$ cat config.mk
export PLATFORM = sky130hd
export DESIGN_NAME = countdown_timer
export DESIGN_NICKNAME = d
export VERILOG_FILES = /design/src/rtl/timer_pkg.sv /design/src/rtl/tick_divider.sv /design/src/rtl/countdown_timer.sv
export SDC_FILE = /design/constraint.sdc
export NUM_CORES = 1
export LEC_CHECK = 0
export CAP_MARGIN = 40
export CORE_AREA = 2 2 91 93
export CTS_CLUSTER_SIZE = 20
export DETAILED_ROUTE_END_ITERATION = 10
export DIE_AREA = 0 0 93 95
export DONT_BUFFER_PORTS = 1
export GPL_TIMING_DRIVEN = 0
export PLACE_DENSITY = 0.66
export SYNTH_ARGS = -nofsm -noshare
export SYNTH_HDL_FRONTEND = slang
export SYNTH_SLANG_ARGS = --single-unit
$ cat constraint.sdc
create_clock -name clock -period 9.15 [get_ports clock]
set_clock_uncertainty 0.05 [all_clocks]
set_input_delay 1.3725 -clock clock [delete_from_list [all_inputs] [get_ports clock]]
set_output_delay 1.3725 -clock clock [all_outputs]
set_load 0.03 [all_outputs]
$ cat src/rtl/timer_pkg.sv
// Shared definitions for the countdown timer, stopwatch and display path:
// field widths, limits, epoch slice offsets, state encoding and value helpers.
package timer_pkg;

  localparam int HOUR_W  = 6;
  localparam int MIN_W   = 6;
  localparam int SEC_W   = 6;
  localparam int MS_W    = 10;
  localparam int EPOCH_W = HOUR_W + MIN_W + SEC_W;

  localparam int SEC_LSB  = 0;
  localparam int MIN_LSB  = SEC_LSB + SEC_W;
  localparam int HOUR_LSB = MIN_LSB + MIN_W;

  localparam logic [HOUR_W-1:0] MAX_HOUR = 6'd23;
  localparam logic [MIN_W-1:0]  MAX_MIN  = 6'd59;
  localparam logic [SEC_W-1:0]  MAX_SEC  = 6'd59;
  localparam logic [MS_W-1:0]   MAX_MS   = 10'd999;

  localparam logic [1:0] ST_IDLE_ENC    = 2'd0;
  localparam logic [1:0] ST_PAUSED_ENC  = 2'd1;
  localparam logic [1:0] ST_RUNNING_ENC = 2'd2;
  localparam logic [1:0] ST_EXPIRED_ENC = 2'd3;

  typedef enum logic [1:0] {
    ST_IDLE    = ST_IDLE_ENC,
    ST_PAUSED  = ST_PAUSED_ENC,
    ST_RUNNING = ST_RUNNING_ENC,
    ST_EXPIRED = ST_EXPIRED_ENC
  } timer_state_e;

  typedef struct packed {
    logic [HOUR_W-1:0] hour;
    logic [MIN_W-1:0]  minute;
    logic [SEC_W-1:0]  second;
    logic [MS_W-1:0]   ms;
  } timer_val_t;

  // Each field saturates on its own; an out-of-range minute does not touch the hour.
  function automatic timer_val_t clamp_val(input logic [EPOCH_W-1:0] ep,
                                           input logic [MS_W-1:0]    ms);
    timer_val_t v;
    v.hour   = ep[HOUR_LSB +: HOUR_W];
    v.minute = ep[MIN_LSB +: MIN_W];
    v.second = ep[SEC_LSB +: SEC_W];
    v.ms     = ms;
    if (v.hour > MAX_HOUR)  v.hour   = MAX_HOUR;
    if (v.minute > MAX_MIN) v.minute = MAX_MIN;
    if (v.second > MAX_SEC) v.second = MAX_SEC;
    if (v.ms > MAX_MS)      v.ms     = MAX_MS;
    return v;
  endfunction

  // Callers guarantee v is non-zero, so the hour never wraps.
  function automatic timer_val_t dec_val(input timer_val_t v);
    timer_val_t r;
    r = v;
    if (v.ms != '0) begin
      r.ms = v.ms - MS_W'(1);
    end else begin
      r.ms = MAX_MS;
      if (v.second != '0) begin
        r.second = v.second - SEC_W'(1);
      end else begin
        r.second = MAX_SEC;
        if (v.minute != '0) begin
          r.minute = v.minute - MIN_W'(1);
        end else begin
          r.minute = MAX_MIN;
          r.hour   = v.hour - HOUR_W'(1);
        end
      end
    end
    return r;
  endfunction

  function automatic logic is_zero(input timer_val_t v);
    return (v == '0);
  endfunction

endpackage

$ cat src/rtl/tick_divider.sv
// Clock-enable generator: counts 0..DIV-1 while enabled and strobes tick on the
// last count. Shared by the countdown timer and the stopwatch.
module tick_divider #(
  parameter int DIV = 4
) (
  input  logic clock,
  input  logic reset_n,
  input  logic enable,
  input  logic clear,
  output logic tick
);

  localparam int              CNT_W = (DIV > 2) ? $clog2(DIV) : 1;
  localparam logic [CNT_W-1:0] LAST = CNT_W'(DIV - 1);

  logic [CNT_W-1:0] cnt_q;
  logic [CNT_W-1:0] cnt_d;

  always_comb begin
    cnt_d = cnt_q;
    if (clear) begin
      cnt_d = '0;
    end else if (enable) begin
      cnt_d = (cnt_q == LAST) ? '0 : cnt_q + CNT_W'(1);
    end
  end

  always_ff @(posedge clock or negedge reset_n) begin
    if (!reset_n) cnt_q <= '0;
    else          cnt_q <= cnt_d;
  end

  assign tick = enable && (cnt_q == LAST);

endmodule

$ cat src/rtl/countdown_timer.sv
// Countdown timer: loads a clamped {hour,minute,second}.ms value, counts down once
// per tick while run is high, and flags expiry at zero.
//   state      | meaning
//   ST_IDLE    | out of reset, nothing loaded
//   ST_PAUSED  | value loaded or held, waiting for run
//   ST_RUNNING | decrementing on every divider tick
//   ST_EXPIRED | reached zero, sticky until load
module countdown_timer
  import timer_pkg::*;
#(
  parameter int CLOCK_HZ = 50_000_000,
  parameter int TICK_HZ  = 1_000
) (
  input  logic               clock,
  input  logic               reset_n,
  input  logic               load,
  input  logic [EPOCH_W-1:0] load_epoch,
  input  logic [MS_W-1:0]    load_m_epoch,
  input  logic               run,
  output logic [EPOCH_W-1:0] epoch,
  output logic [MS_W-1:0]    m_epoch,
  output logic               running,
  output logic               expired,
  output logic               expired_pulse
);

  localparam int DIV = CLOCK_HZ / TICK_HZ;

  timer_state_e state_q, state_d;
  timer_val_t   val_q, val_d;
  timer_val_t   val_dec;
  logic         tick;
  logic         running_q, expired_q, pulse_q;

  // Any exit from RUNNING restarts the millisecond from scratch.
  tick_divider #(.DIV(DIV)) u_tick_divider (
    .clock   (clock),
    .reset_n (reset_n),
    .enable  (state_q == ST_RUNNING),
    .clear   (state_d != ST_RUNNING),
    .tick    (tick)
  );

  assign val_dec = dec_val(val_q);

  always_comb begin
    state_d = state_q;
    val_d   = val_q;
    if (load) begin
      state_d = ST_PAUSED;
      val_d   = clamp_val(load_epoch, load_m_epoch);
    end else begin
      case (state_q)
        ST_PAUSED: begin
          if (run) state_d = is_zero(val_q) ? ST_EXPIRED : ST_RUNNING;
        end
        ST_RUNNING: begin
          if (!run) begin
            state_d = ST_PAUSED;
          end else if (tick) begin
            val_d = val_dec;
            if (is_zero(val_dec)) state_d = ST_EXPIRED;
          end
        end
        ST_EXPIRED: val_d = '0;
        default: ;
      endcase
    end
  end

  always_ff @(posedge clock or negedge reset_n) begin
    if (!reset_n) begin
      state_q   <= ST_IDLE;
      val_q     <= '0;
      running_q <= 1'b0;
      expired_q <= 1'b0;
      pulse_q   <= 1'b0;
    end else begin
      state_q   <= state_d;
      val_q     <= val_d;
      running_q <= (state_d == ST_RUNNING);
      expired_q <= (state_d == ST_EXPIRED);
      pulse_q   <= (state_d == ST_EXPIRED) && (state_q != ST_EXPIRED);
    end
  end

  assign epoch         = {val_q.hour, val_q.minute, val_q.second};
  assign m_epoch       = val_q.ms;
  assign running       = running_q;
  assign expired       = expired_q;
  assign expired_pulse = pulse_q;

endmodule

==> flow_metrics.py <==
metrics = {
    "run_status": {
        "status": "complete, no violations",
    },
    "routing": {
        "drc_errors": 0,
        "vias_per_cell": 6.47,
        "routedWlPerCell_um": 19.0,
        "ant_nets": 0,
        "totalWireLength_um": 11400,
        "num_vias": 3861,
        "drt_iter0_markers": 270,
        "drt-pass1-iter-count": 5,
    },
    "logic_synthesis": {
        "synth_top_area_share_pct": 32.4,
        "synth_fp_nets": 527,
        "netlist.top_cell.by_area": "dfrtp_1",
        "ys.flop_type": "dfrtp_1",
        "ys_seq_area_share_pct": 32.4,
        "synth_edf_count": 0,
        "synth.distinct_cells": 66,
        "netlist_area_mm2": 0.00378,
        "netlist_top_cells_area": "dfrtp_1, o21ai_0, nand2_1",
        "yosysWarnings": 0,
        "synth.ff_latch_count": 49,
        "avgSynthCellArea_um2": 7.82,
        "synthCells": 484,
        "async_reset_ff_share_pct": 100,
    },
    "layout": {
        "diodes": 0,
        "final_net_count": 534,
        "fill_cells": 793,
        "area_growth_pct": 5.59,
        "drive_above_1_share_pct": 6.50,
    },
    "sta": {
        "min_period_ns": 4.39,
        "max_freq_mhz": 228,
        "setup_tns_ns": 0,
        "fin_crit_sh_pct": 48.0,
        "hold_viol_final": 0,
        "tightest_slew_ns": 0.723,
        "max_slew_margin_pct": 50.6,
        "drv_slew": 0,
        "rsz0062_at_grt": "no",
        "finalSetupViolCount": 0,
    },
    "pwr": {
        "peakVddDrop_uv": 94.7,
        "cellPowerDensity_mw_per_mm2": 237,
        "total_power_w": 0.000949,
        "p_leak_nw": 1.51,
    },
    "place": {
        "place_congestion": 0.950,
        "portBuffers": 0,
        "hpwlAfterDp_um": 8300,
    },
    "floorplan": {
        "start_util_pct": 47.7,
        "fp.dieArea_mm2": 0.00884,
        "core-area_mm2": 0.00793,
        "rows": 33,
        "die_h_um": 95,
        "die-width_um": 93,
        "num_io_pins": 63,
    },
    "worst_setup_path": {
        "critPathKind": "flip-flop to flip-flop",
        "worstPathRequired_ns": 9.34,
        "cp_slowest_stage_delay_ns": 0.71,
        "reg2reg_slack_ns": 4.76,
        "crit_end": "u_tick_divider.cnt_q[9]",
        "start_kind": "flip-flop",
        "reg2reg_depth": 12,
        "end_kind": "flip-flop",
        "crit_buf_inv": 4,
        "cp_top_family": "compound AO/OA/AOI/OAI gates",
        "critPathLaunch": "m_epoch[0]",
        "path_depth": 12,
        "r2r_end": "u_tick_divider.cnt_q[9]",
        "crit_slowest_cell": "a2111oi_0",
        "cp.arrival_ns": 4.58,
        "reg2reg_from": "m_epoch[0]",
        "worst-path-max-fanout": 10,
        "worstPathCellList": "clkbuf_1 -> inv_1 -> ha_1 -> or4b_1 -> clkbuf_2 -> nor3_1 -> nand4_1 -> a2111oi_0 -> nand4_2 -> o41a_1 -> buf_6 -> o22ai_2",
    },
    "clock_network": {
        "clk_pin_slew_ns": 0.10,
        "cts_buffers": 5,
        "ctsHoldBuffers": 0,
        "cts_setup_buffers": 0,
        "cts_tree": "yes",
        "h-tree-depth": 2,
        "postCtsResizedCells": 0,
        "cts.sinks": 49,
        "cts.path.max_buffers": 2,
        "insertion_delay_ns": 0.31,
        "cts_root_buf": "clkbuf_8",
    },
    "job": {
        "cap_violations": 0,
    },
    "global_route": {
        "grt_pass1_vias": 3655,
        "grt_pass1_wl_um": 18400,
        "antenna_found_initial": 0,
        "grt_overflow_total": 0,
        "track_usage_pct": 26.4,
        "grt_max_degree": 50,
    },
    "worst_hold_path": {
        "hp-class": "flip-flop to flip-flop",
    },
}
[how the worst min path moves through the flow]
stage	to	slack (ns)	depth (start not counted)	start
after detailed placement	u_tick_divider.cnt_q[10]	0.59	3	u_tick_divider.cnt_q[10]
after global placement	u_tick_divider.cnt_q[15]	0.58	3	u_tick_divider.cnt_q[15]
after CTS	u_tick_divider.cnt_q[10]	0.61	3	u_tick_divider.cnt_q[10]
after global routing	u_tick_divider.cnt_q[14]	0.66	3	u_tick_divider.cnt_q[14]
final	u_tick_divider.cnt_q[10]	0.61	3	u_tick_divider.cnt_q[10]
after floorplan	u_tick_divider.cnt_q[10]	0.53	3	u_tick_divider.cnt_q[10]
[registers in the layout, indices dropped and copies added, names as in the netlist]
register              count
m_epoch                  10
expired_pulse             1
epoch                    18
running                   1
u_tick_divider.cnt_q     16
state_q                   2
expired                   1
[layer usage]
layer | vias up | global-route usage, % | routed length (µm)
met5 | - | 0 | 0
met4 | 0 | 6.13 | 150
met3 | 17 | 5.35 | 822
met2 | 151 | 45.0 | 5480
met1 | 1885 | 34.7 | 4900
li1 | 1808 | - | -
[power by group]
group | switching [W] | total [W] | leakage (nW) | internal (W)
Clock | 0.0000752 | 0.000130 | 0.0395 | 0.0000546
Combinational | 0.000247 | 0.000387 | 0.843 | 0.000140
Sequential | 0.000168 | 0.000432 | 0.628 | 0.000263
[worst register-to-register path, delay by kind of cell, from the launching register on]
family / cells / cell delay (ns)
compound gates: 3 / 1.47
fa+ha+maj: 1 / 0.14
buf+inv: 4 / 0.80
flops: 1 / 0.52
simple gates: 4 / 1.33
[metrics by stage]
stage	util [%]	setup slack, ns	hold WS [ns]	cells	area, µm²
final	50.4	4.76	0.605	597	4000
after global routing	50.4	4.50	0.660	597	4000
after CTS	50.4	4.79	0.606	597	4000
after detailed placement	49.4	4.80	0.590	589	3920
after global placement	49.4	4.79	0.578	589	3920
after floorplan	-	5.31	0.532	484	3780
[synthesized netlist by cell type, types with 2 or more instances]
cell and number:
nand4_1 12, nor2_1 37, a2111oi_0 2, buf_2 2
a21oi_1 25, o21ai_0 51, inv_1 24, clkbuf_1 28
nor4_1 7, a221oi_1 5, and3_1 10, nand3b_1 4
nor3_1 19, nand2_1 55, buf_6 3, and4_1 2
or3_1 3, or4b_2 2, a31oi_1 10, o221ai_1 2
nor3b_1 2, a211oi_1 2, o22ai_2 9, nand3_1 17
a22oi_1 3, dfrtp_1 49, o22ai_1 8, or4_1 5
o31ai_1 4, or2_2 4, nor2b_1 3, a311oi_1 2
xor2_1 3, xnor2_1 9, a22o_1 4, and2_1 4
nand2b_1 4, a21o_1 2, o211ai_1 7, ha_1 11
o41ai_1 4
[cell usage in the layout (no fill, tap or decap), types with 11 or more instances in the layout]
| cell type | netlist | layout |
|---|---|---|
| nand3_1 | 17 | 17 |
| ha_1 | 11 | 11 |
| dfrtp_1 | 49 | 49 |
| nor3_1 | 19 | 19 |
| o21ai_0 | 51 | 51 |
| clkbuf_1 | 28 | 31 |
| inv_1 | 24 | 24 |
| a21oi_1 | 25 | 25 |
| nand4_1 | 12 | 12 |
| nor2_1 | 37 | 37 |
| nand2_1 | 55 | 55 |
[cell families after synthesis]
group	synth area share [%]
mux	0.562
buf+inv	6.74
xor+xnor	2.78
simple gates	26.5
fa+ha+maj	3.64
compound gates	27.4
flops	32.4
[area by class of cell]
cell class / count / area, µm² / area share (%)
Multi-Input combinational cell: 375 / 2300 / 57.6
Sequential cell: 49 / 1230 / 30.7
Buffer: 36 / 165 / 4.13
Tap cell: 105 / 131 / 3.29
Inverter: 24 / 90.1 / 2.25
Clock buffer: 8 / 80.1 / 2.00
(Power assumes the default switching activity.)
